### config.mk
export PLATFORM = sky130hd
export DESIGN_NAME = prog_loader_flat
export DESIGN_NICKNAME = d
export VERILOG_FILES = /design/src/rtl/td4_pkg.sv /design/src/rtl/prog_loader_if.sv /design/src/rtl/prog_ram.sv /design/src/rtl/prog_loader.sv /design/src/flat_wrapper.sv
export SDC_FILE = /design/constraint.sdc
export NUM_CORES = 1
export LEC_CHECK = 0
export CORE_MARGIN = 2
export CORE_UTILIZATION = 43
export CTS_CLUSTER_DIAMETER = 30
export DETAILED_ROUTE_END_ITERATION = 6
export HOLD_SLACK_MARGIN = 0.06
export SLEW_MARGIN = 20
export SYNTH_ARGS = -nofsm -noshare
export SYNTH_HDL_FRONTEND = slang
export SYNTH_HIERARCHICAL = 1
export SYNTH_SLANG_ARGS = --single-unit
### constraint.sdc
create_clock -name clk -period 5.9 [get_ports clk]
set_input_delay 1.475 -clock clk [delete_from_list [all_inputs] [get_ports clk]]
set_output_delay 1.475 -clock clk [all_outputs]
set_load 0.005 [all_outputs]
### src/rtl/td4_pkg.sv
// Shared TD4 definitions: program address space geometry and the loader FSM
// state encoding used by prog_loader.
package td4_pkg;
  localparam int TD4_DEPTH = 16;
  localparam int TD4_AW    = 4;
  localparam int TD4_DW    = 8;

  typedef enum logic [1:0] {IDLE, LOAD, CHECK, ERR} loader_state_t;
endpackage

### src/rtl/prog_loader_if.sv
// Byte-wide valid/ready program stream into prog_loader.
//   in_valid : producer has a byte on in_data
//   in_data  : program byte or trailing checksum byte
//   in_ready : loader accepts in_data this cycle
// master = byte producer, slave = prog_loader.
interface prog_loader_if #(parameter int DW = td4_pkg::TD4_DW) ();
  logic          in_valid;
  logic [DW-1:0] in_data;
  logic          in_ready;

  modport master (output in_valid, output in_data, input  in_ready);
  modport slave  (input  in_valid, input  in_data, output in_ready);
endinterface

### src/rtl/prog_ram.sv
// Program storage: DEPTH x DW, one synchronous write port, one
// combinational read port. No reset; contents undefined until written.
//   clk            : write clock
//   we/waddr/wdata : write port (visible on d the cycle after)
//   addr/d         : combinational read port (same-cycle write returns old data)
module prog_ram #(
  parameter int DEPTH = 16,
  parameter int AW    = 4,
  parameter int DW    = 8
) (
  input  logic          clk,
  input  logic          we,
  input  logic [AW-1:0] waddr,
  input  logic [DW-1:0] wdata,
  input  logic [AW-1:0] addr,
  output logic [DW-1:0] d
);
  logic [DW-1:0] mem [DEPTH];

  always_ff @(posedge clk)
    if (we) mem[waddr] <= wdata;

  assign d = mem[addr];
endmodule

### src/rtl/prog_loader.sv
// Writable replacement for the TD4 program ROM. Accepts DEPTH program bytes
// (plus an optional two's-complement checksum byte) over a valid/ready
// stream, writes them into prog_ram and holds the core in reset meanwhile.
//   clk, reset : clock, synchronous active-high reset
//   start      : pulse that begins or restarts a load (beats a same-cycle byte)
//   s          : program byte stream (slave side)
//   addr, d    : core fetch port, combinational
//   cpu_hold   : core held in reset (LOAD, CHECK, ERR)
//   busy       : load in progress (LOAD, CHECK)
//   done, err  : sticky result of the last load
module prog_loader
  import td4_pkg::*;
#(
  parameter int DEPTH       = TD4_DEPTH,
  parameter int AW          = TD4_AW,
  parameter int DW          = TD4_DW,
  parameter bit CHECKSUM_EN = 1'b1
) (
  input  logic          clk,
  input  logic          reset,
  input  logic          start,
  prog_loader_if.slave  s,
  input  logic [AW-1:0] addr,
  output logic [DW-1:0] d,
  output logic          cpu_hold,
  output logic          busy,
  output logic          done,
  output logic          err
);
  loader_state_t state_q, state_n;
  logic [AW-1:0] wptr_q, wptr_n;
  logic [DW-1:0] sum_q, sum_n, sum_add;
  logic          done_n, err_n;
  logic          hs, we;

  // Status outputs decode registered state only.
  assign s.in_ready = (state_q == LOAD) || (state_q == CHECK);
  assign busy       = s.in_ready;
  assign cpu_hold   = (state_q != IDLE);

  assign hs      = s.in_valid && s.in_ready;
  assign sum_add = sum_q + s.in_data;

  always_ff @(posedge clk) begin
    if (reset) begin
      state_q <= IDLE;
      wptr_q  <= '0;
      sum_q   <= '0;
      done    <= 1'b0;
      err     <= 1'b0;
    end else begin
      state_q <= state_n;
      wptr_q  <= wptr_n;
      sum_q   <= sum_n;
      done    <= done_n;
      err     <= err_n;
    end
  end

  always_comb begin
    state_n = state_q;
    wptr_n  = wptr_q;
    sum_n   = sum_q;
    done_n  = done;
    err_n   = err;
    we      = 1'b0;
    if (start) begin
      // Any state: (re)start a load from the first byte; a same-cycle byte
      // is dropped.
      state_n = LOAD;
      wptr_n  = '0;
      sum_n   = '0;
      done_n  = 1'b0;
      err_n   = 1'b0;
    end else if (hs) begin
      if (state_q == LOAD) begin
        we     = 1'b1;
        sum_n  = sum_add;
        wptr_n = wptr_q + 1'b1;
        if (wptr_q == AW'(DEPTH - 1)) begin
          if (CHECKSUM_EN) state_n = CHECK;
          else begin
            state_n = IDLE;
            done_n  = 1'b1;
          end
        end
      end else begin
        // CHECK: checksum byte is consumed but never stored.
        if (sum_add == '0) begin
          state_n = IDLE;
          done_n  = 1'b1;
        end else begin
          state_n = ERR;
          err_n   = 1'b1;
        end
      end
    end
  end

  prog_ram #(.DEPTH(DEPTH), .AW(AW), .DW(DW)) u_ram (
    .clk   (clk),
    .we    (we),
    .waddr (wptr_q),
    .wdata (s.in_data),
    .addr  (addr),
    .d     (d)
  );
endmodule
### src/flat_wrapper.sv
// flat-port wrapper written by rule: the top's interface ports become plain ports
module prog_loader_flat import td4_pkg::*;
#(
  parameter int DEPTH       = TD4_DEPTH,
  parameter int AW          = TD4_AW,
  parameter int DW          = TD4_DW,
  parameter bit CHECKSUM_EN = 1'b1
)
  (clk, reset, start, addr, d, cpu_hold, busy, done, err, s_in_valid, s_in_data, s_in_ready);
  prog_loader_if #(.DW(DW)) s_i ();
  input  logic clk;
  input  logic reset;
  input  logic start;
  input  logic [AW-1:0] addr;
  output logic [DW-1:0] d;
  output logic cpu_hold;
  output logic busy;
  output logic done;
  output logic err;
  input wire logic [$bits(s_i.in_valid)-1:0] s_in_valid;
  input wire logic [$bits(s_i.in_data)-1:0] s_in_data;
  output wire logic [$bits(s_i.in_ready)-1:0] s_in_ready;
  assign s_i.in_valid = s_in_valid;
  assign s_i.in_data = s_in_data;
  assign s_in_ready = s_i.in_ready;
  prog_loader #(.DEPTH(DEPTH), .AW(AW), .DW(DW), .CHECKSUM_EN(CHECKSUM_EN)) u_core (.clk(clk), .reset(reset), .start(start), .s(s_i), .addr(addr), .d(d), .cpu_hold(cpu_hold), .busy(busy), .done(done), .err(err));
endmodule
==> reports/results.ini, run 1 <==
[power]
finalPower_mw=2.27
leakage_nw=2.34
peakVddDrop_v=0.000176
p_per_area_nw_per_um2=320

[synthesis]
synth_top_area_frac=0.636
syn_inst=352
synth_mux_area_frac=0.128
ys_ff_latch=144
seq_area_frac_synth=0.689
synthArstFlopShare=0
synth.area.top_cells=edfxtp_1 64%, mux4_2 6.7%, mux4_1 6.1%, dfxtp_1 5.3%, ha_1 2.1%
synth_fa_ha_area_frac=0.0240
yosysWarnings=6
synth_ff_type=edfxtp_1
synth_cell_types=48
synth_common_cells=128 x edfxtp_1, 26 x nor2_1, 25 x nand2_1
synth_area_um2=6040
synth_top_family_by_area=multiplexers
yosysMostFrequentCell=edfxtp_1
avgSynthCellArea_um2=17.2
synth-edff-count=128
synth_xor_area_frac=0.00869
synthSimpleGateAreaFrac=0.0640
synth_compound_area_frac=0.0623
synth_top_cell_by_area=edfxtp_1
synth_nets=379

[die]
fp.dieH_um=123
start_util=0.437
dieArea_um2=15000
pin_count=29
rows=43
fp.dieW_um=123
core_area_um2=13800

[timing]
fin_ws_ps=770
max_slew_margin=0.402
fin_tns_setup_ps=0
rsz0062_at_grt=no
setup_viol=0
fin_crit_ps=5130
drv_slew=0
clock_skew_ps=9.64
period_share=0.869
fmax_mhz=195
finalHoldViolations=0
tightest_slew_ps=894

[clock_tree]
ctsHoldBuffers=0
cts_root_buffer=clkbuf_16
cts_tree=done
clkLatencyLatePin_ps=410
postCtsSetupBuffers=0
cts_buffer_depth=2
h-tree-depth=4
cts_sinks=144
cts_resized=0
cts.clk_slew.worst_paths_ps=60
numCtsBuffers=17

[final_layout]
syn2layout_area_growth_pct=17.2
n_fill_cell=1118
n_antenna_cell=0
nets=422
fin_util=0.513
drive_gt1_frac=0.154
fin_area_um2=7090

[global_routing]
grt_overflow=0
grt_first_pass_wirelength_um=18900
grt_pass1_vias=3221
grt_usage=0.177
antenna_found_initial=0
grt_start_max_net_pins=33

[critical_path]
reg2reg_depth=6
endpoint_kind=primary output
crit_path_end=d[1]
crit_start=addr[0]
r2r-start=u_core/state_q[0]
crit_path_start_kind=primary input
crit_type=primary input to primary output
crit_fanout=20
worst_r2r_endpoint=u_core/u_ram/mem[2][2]
crit_arrival_ps=3650
required_ps=4430
rrSetupSlack_ps=2920

[routing]
drt_first_iter_violations=350
ant_nets=0
wire_per_inst_um=21.0
vias=3231
drc=0
wl_um=12300
via_per_inst=5.49
first_pass_iters=4

[placement]
post_dp_cell_area_um2=6520
portBuffers=28
dp_slack_ps=734
gp_congestion=0.778
dp_hpwl_um=8010

[hold_path]
hp-class=flop to flop

[flow_run]
cap_violations=0

[outcome]
status=finished, final reports clean

[state kept, by name (all words and copies together), names as in the netlist]
signal and count:
u_core/wptr_q 4, u_core/sum_q 8, u_core/state_q 2, u_core/err 1, u_core/done 1, u_core/u_ram/mem 128
[worst max-delay path, stage by stage]
cell and delay [ps]:
buf_2 510, buf_4 330, mux4_1 590, a22oi_1 220
nand2_1 70, clkdlybuf4s50_1 450
[cell families (layout without fill, tap and decap cells)]
family | after synthesis | after routing
flops | 144 | 144
simple gates | 82 | 82
fa+ha+maj | 11 | 11
compound gates | 52 | 52
xor+xnor | 6 | 6
mux | 32 | 32
buf+inv | 25 | 81
[power breakdown]
part           internal, mW  total [mW]  leakage (nW)  switching (mW)
registers              1.11        1.11          1.28         0.00170
logic                0.0602       0.130         0.790          0.0697
clock network         0.622        1.03         0.267           0.404
total                  1.79        2.27          2.34           0.476
[worst min path at each step]
| stage | startpoint | to | slack [ps] | cells past startpoint |
|---|---|---|---|---|
| after floorplan | u_core/sum_q[0] | u_core/sum_q[0] | 440 | 2 |
| after global placement | u_core/sum_q[0] | u_core/sum_q[0] | 450 | 2 |
| after detailed placement | u_core/sum_q[4] | u_core/sum_q[4] | 450 | 2 |
| after CTS | u_core/sum_q[4] | u_core/sum_q[4] | 460 | 2 |
| after global routing | u_core/sum_q[6] | u_core/sum_q[6] | 480 | 2 |
| final | u_core/sum_q[4] | u_core/sum_q[4] | 460 | 2 |
[area by class of cell]
| class | instances | area [um2] | area share |
|---|---|---|---|
| well taps | 180 | 225 | 0.0318 |
| multi-input cells | 183 | 1730 | 0.245 |
| repair buffers | 38 | 350 | 0.0494 |
| clock inverters | 13 | 139 | 0.0196 |
| clock buffers | 19 | 433 | 0.0611 |
| inverters | 11 | 41.3 | 0.00583 |
| flip-flops and latches | 144 | 4160 | 0.588 |
[cell usage in the layout, fill, tap and decap left out, types with 2 or more instances in the layout]
| master | count |
|---|---|
| a21oi_1 | 13 |
| a2111o_1 | 2 |
| a311oi_1 | 2 |
| buf_4 | 10 |
| nor3_1 | 5 |
| clkinv_2 | 2 |
| a31oi_1 | 2 |
| dfxtp_1 | 16 |
| xor2_1 | 2 |
| edfxtp_1 | 128 |
| nor2b_1 | 3 |
| mux4_1 | 14 |
| clkbuf_16 | 17 |
| nor2_1 | 26 |
| nand3b_1 | 2 |
| nand2_1 | 25 |
| bufinv_16 | 2 |
| mux4_2 | 18 |
| inv_1 | 11 |
| clkdlybuf4s50_1 | 27 |
| clkbuf_1 | 2 |
| clkinv_4 | 3 |
| nand3_1 | 5 |
| o311ai_1 | 2 |
| xnor2_1 | 4 |
| clkinvlp_4 | 4 |
| ha_1 | 10 |
| nand2b_1 | 4 |
| a22oi_1 | 16 |
| o21ai_0 | 4 |
| nor3b_1 | 3 |
| and2_1 | 2 |
[routing by layer]
layer | wire (um) | part of all wire | track usage
met3 | 648 | 0.053 | 0.0418
met1 | 5450 | 0.44 | 0.243
met2 | 6120 | 0.50 | 0.281
met4 | 112 | 0.0091 | 0.0589
met5 | 0 | 0 | 0
[stage by stage]
stage	hold slack, ps	std cells
after global placement	447	556
after detailed placement	452	556
final	457	588
after global routing	485	588
after floorplan	440	352
after CTS	460	588
No activity file was read; power rests on OpenSTA's default activity.
==> inputs of run 2 (changes only) <==
Settings changed: CORE_UTILIZATION 43 to 40.
==> run 2 against run 1 <==
Compared with the run above: combinational power hardly changed; sequential share of layout area fell by 0.48 points; critical path depth is the same; clock skew rose by 1.4 ps; maximum frequency grew 1.8%; critical endpoint is now d[3]; largest power group unchanged; highest routed layer unchanged.
==> reports/results.ini, run 2 (synthesis gave the netlist of run 1 again) <==
[critical_path]
reg2reg_depth=6
crit_type=primary input to primary output
worst_r2r_endpoint=u_core/u_ram/mem[3][7]
endpoint_kind=primary output
r2r-start=u_core/state_q[0]
crit_start=addr[1]
crit_fanout=32
required_ps=4430
crit_path_end=d[3]
crit_path_start_kind=primary input
rrSetupSlack_ps=2850
crit_arrival_ps=3570

[power]
peakVddDrop_v=0.000207
leakage_nw=2.38
finalPower_mw=2.34
p_per_area_nw_per_um2=328

[timing]
tightest_slew_ps=1020
fmax_mhz=198
rsz0062_at_grt=no
fin_tns_setup_ps=0
fin_crit_ps=5040
clock_skew_ps=11.0
drv_slew=0
setup_viol=0
finalHoldViolations=0
period_share=0.854
max_slew_margin=0.319

[clock_tree]
numCtsBuffers=17
cts.clk_slew.worst_paths_ps=50
cts_buffer_depth=2
cts_resized=0
clkLatencyLatePin_ps=420
h-tree-depth=4
ctsHoldBuffers=0
cts_tree=done
cts_root_buffer=clkbuf_16
cts_sinks=144
postCtsSetupBuffers=0

[final_layout]
final_common_cell=edfxtp_1
fin_area_um2=7150
syn2layout_area_growth_pct=18.2
final_cell_mix=128 x edfxtp_1, 27 x clkdlybuf4s50_1, 26 x nor2_1, 25 x nand2_1, 18 x mux4_2
top_register=u_core/u_ram/mem
largest_reg_flops=128
n_antenna_cell=0
fin_util=0.488
reg_top3=u_core/u_ram/mem (128), u_core/sum_q (8), u_core/wptr_q (4)
nets=421
drive_gt1_frac=0.157

[die]
pin_count=29
dieArea_um2=16100
core_area_um2=14600
fp.dieW_um=127
rows=44
fp.dieH_um=127
start_util=0.413

[global_routing]
grt_start_max_net_pins=33
grt_first_pass_wirelength_um=18900
grt_usage=0.161
grt_pass1_vias=3344
grt_overflow=0
antenna_found_initial=0

[routing]
drt_first_iter_violations=335
via_per_inst=5.63
wire_per_inst_um=20.6
ant_nets=0
drc=0
first_pass_iters=4
vias=3328
wl_um=12200

[placement]
portBuffers=28
dp_hpwl_um=7610
post_dp_cell_area_um2=6530
gp_congestion=0.784

[hold_path]
hp-class=flop to flop

[flow_run]
cap_violations=0

[outcome]
status=finished, final reports clean

==> run 2: cell types whose count changed in the layout (fill, tap and decap cells not counted), sizes merged <==
cell and delta:
inv +1, bufinv +2, clkinv +2, buf -1, clkinvlp -3, clkbuf -2
==> run 2: metrics by stage <==
stage	worst slack, ps	cells	hold WS, ps
2_1_floorplan	1900	352	440
3_3_place_gp	844	559	453
3_5_place_dp	838	559	453
4_1_cts	827	591	461
5_1_grt	753	591	500
6_report	860	591	462
==> run 2: layer usage <==
metal  up-vias  track usage  part of all wire
li1       1499            -                 -
met1      1720        0.211              0.43
met2        95        0.260              0.51
met5         -            0                 0
met4         0       0.0640             0.014
met3        14       0.0401             0.046
==> run 2: how the worst min path moves through the flow <==
| stage | start | to | slack, ps | cells past startpoint |
|---|---|---|---|---|
| 2_1_floorplan | u_core/sum_q[0] | u_core/sum_q[0] | 440 | 2 |
| 3_3_place_gp | u_core/sum_q[2] | u_core/sum_q[2] | 450 | 2 |
| 3_5_place_dp | u_core/sum_q[2] | u_core/sum_q[2] | 450 | 2 |
| 4_1_cts | u_core/sum_q[2] | u_core/sum_q[2] | 460 | 2 |
| 5_1_grt | u_core/sum_q[2] | u_core/sum_q[2] | 500 | 2 |
| 6_report | u_core/sum_q[2] | u_core/sum_q[2] | 460 | 2 |
==> run 2: power by group <==
group / leakage (nW) / switching [mW] / internal, mW / total, mW
clock: 0.302 / 0.396 / 0.704 / 1.10
combinational: 0.794 / 0.0678 / 0.0610 / 0.129
sequential: 1.28 / 0.00170 / 1.11 / 1.11
==> run 2: area by class of cell <==
cell class / count / area, um2
flip-flops and latches: 144 / 4160
repair buffers: 37 / 355
well taps: 184 / 230
clock buffers: 17 / 425
fillers: 1236 / 7500
inverters: 11 / 41.3
multi-input cells: 183 / 1740
clock inverters: 15 / 190
==> run 2: worst max-delay path, stage by stage <==
cell and delay (ps):
clkdlybuf4s50_1 460, buf_4 410, mux4_1 370, a22oi_1 290, nand2_1 100, clkdlybuf4s50_1 450
==> inputs of run 3 (changes only) <==
Settings changed: PLACE_DENSITY_LB_ADDON set to 0.3, SKIP_LAST_GASP set to 1.
==> run 3 against run 2 <==
Compared with the run above: sequential power is essentially flat; power is 0.63% lower; core utilization unchanged; clock power about the same; critical path depth unchanged; sequential share of layout area did not move; register-to-register slack improved by 50 ps; die area did not move; largest cell class unchanged.
==> reports/results.ini, run 3 (synthesis gave the netlist of run 1 again) <==
[clock_tree]
cts_buffer_depth=2
postCtsSetupBuffers=0
cts.clk_slew.worst_paths_ps=60
cts_tree=done
numCtsBuffers=17
cts_resized=0
clkLatencyLatePin_ps=420
cts_root_buffer=clkbuf_16
h-tree-depth=4
ctsHoldBuffers=0
cts_sinks=144

[critical_path]
crit_path_start_kind=primary input
endpoint_kind=primary output
crit_arrival_ps=3600
required_ps=4430
crit_type=primary input to primary output
reg2reg_depth=6
r2r-start=u_core/state_q[0]
crit_start=addr[1]
crit_fanout=32

[outcome]
status=finished, final reports clean

[final_layout]
nets=422
fin_cells=592
n_antenna_cell=0
final_common_cell=edfxtp_1
largest_reg_flops=128
reg_top3=u_core/u_ram/mem (128), u_core/sum_q (8), u_core/wptr_q (4)
fin_util=0.488
drive_gt1_frac=0.162
syn2layout_area_growth_pct=18.2
final_cell_mix=128 x edfxtp_1, 27 x clkdlybuf4s50_1, 26 x nor2_1, 25 x nand2_1, 18 x mux4_2
top_register=u_core/u_ram/mem

[die]
pin_count=29
rows=44
fp.dieW_um=127
core_area_um2=14600
start_util=0.413
fp.dieH_um=127
dieArea_um2=16100

[timing]
fin_crit_ps=5080
clock_skew_ps=10.6
fmax_mhz=197
fin_ws_ps=823
tightest_slew_ps=955
setup_viol=0
fin_tns_setup_ps=0
period_share=0.861
finalHoldViolations=0
max_slew_margin=0.361
rsz0062_at_grt=no
drv_slew=0

[flow_run]
cap_violations=0

[global_routing]
grt_first_pass_wirelength_um=18100
grt_pass1_vias=3238
grt_overflow=0
grt_start_max_net_pins=33
grt_usage=0.156
antenna_found_initial=0

[routing]
wl_um=11700
drt_first_iter_violations=254
drc=0
vias=3186
ant_nets=0
first_pass_iters=4
via_per_inst=5.38
wire_per_inst_um=19.8

[placement]
dp_hpwl_um=7530
dpl.cell_count=560
portBuffers=28
dp_slack_ps=817
gp_congestion=0.786

[hold_path]
hp-class=flop to flop
hold_path.startpoint=u_core/sum_q[4]
holdPathStages=2

[power]
leakage_nw=2.37
peakVddDrop_v=0.000199
p_per_area_nw_per_um2=326

[run 3: critical path, cell delays in order]
cell and delay [ps]:
clkdlybuf4s50_1 460, buf_4 390, mux4_2 370, a22oi_1 330, nand2_1 100, clkdlybuf4s50_1 460
[run 3: final cells by class]
| class | instances | area, um2 |
|---|---|---|
| Fill cell | 1216 | 7500 |
| Inverter | 11 | 41.3 |
| Clock inverter | 13 | 160 |
| Timing Repair Buffer | 38 | 363 |
| Clock buffer | 19 | 453 |
| Sequential cell | 144 | 4160 |
| Tap cell | 184 | 230 |
| Multi-Input combinational cell | 183 | 1730 |
[run 3: metal layers]
layer | track usage | vias to the layer above | part of all wire
li1 | - | 1503 | -
met1 | 0.206 | 1615 | 0.46
met2 | 0.255 | 57 | 0.50
met4 | 0.0601 | 0 | 0.013
met5 | 0 | - | 0
met3 | 0.0354 | 11 | 0.028
[run 3: report_power, final]
part | leakage [nW] | switching (mW) | internal, mW
Sequential | 1.28 | 0.00155 | 1.11
Combinational | 0.794 | 0.0688 | 0.0612
Clock | 0.300 | 0.397 | 0.687
Total | 2.37 | 0.467 | 1.86
[run 3: per-stage QoR]
step           area (um2)  hold WS [ps]  power, mW
3_3_place_gp         6530           448       1.26
3_5_place_dp         6530           456       1.27
2_1_floorplan        6040           440       1.21
4_1_cts              7150           464       2.35
6_report             7150           465       2.33
5_1_grt              7150           487       2.40
[run 3: worst paths after layout]
check | to | slack [ps]
max | d[0] | 820
min | u_core/sum_q[4] | 460
max reg2reg | u_core/u_ram/mem[2][1] | 2900
min reg2reg | u_core/sum_q[4] | 460
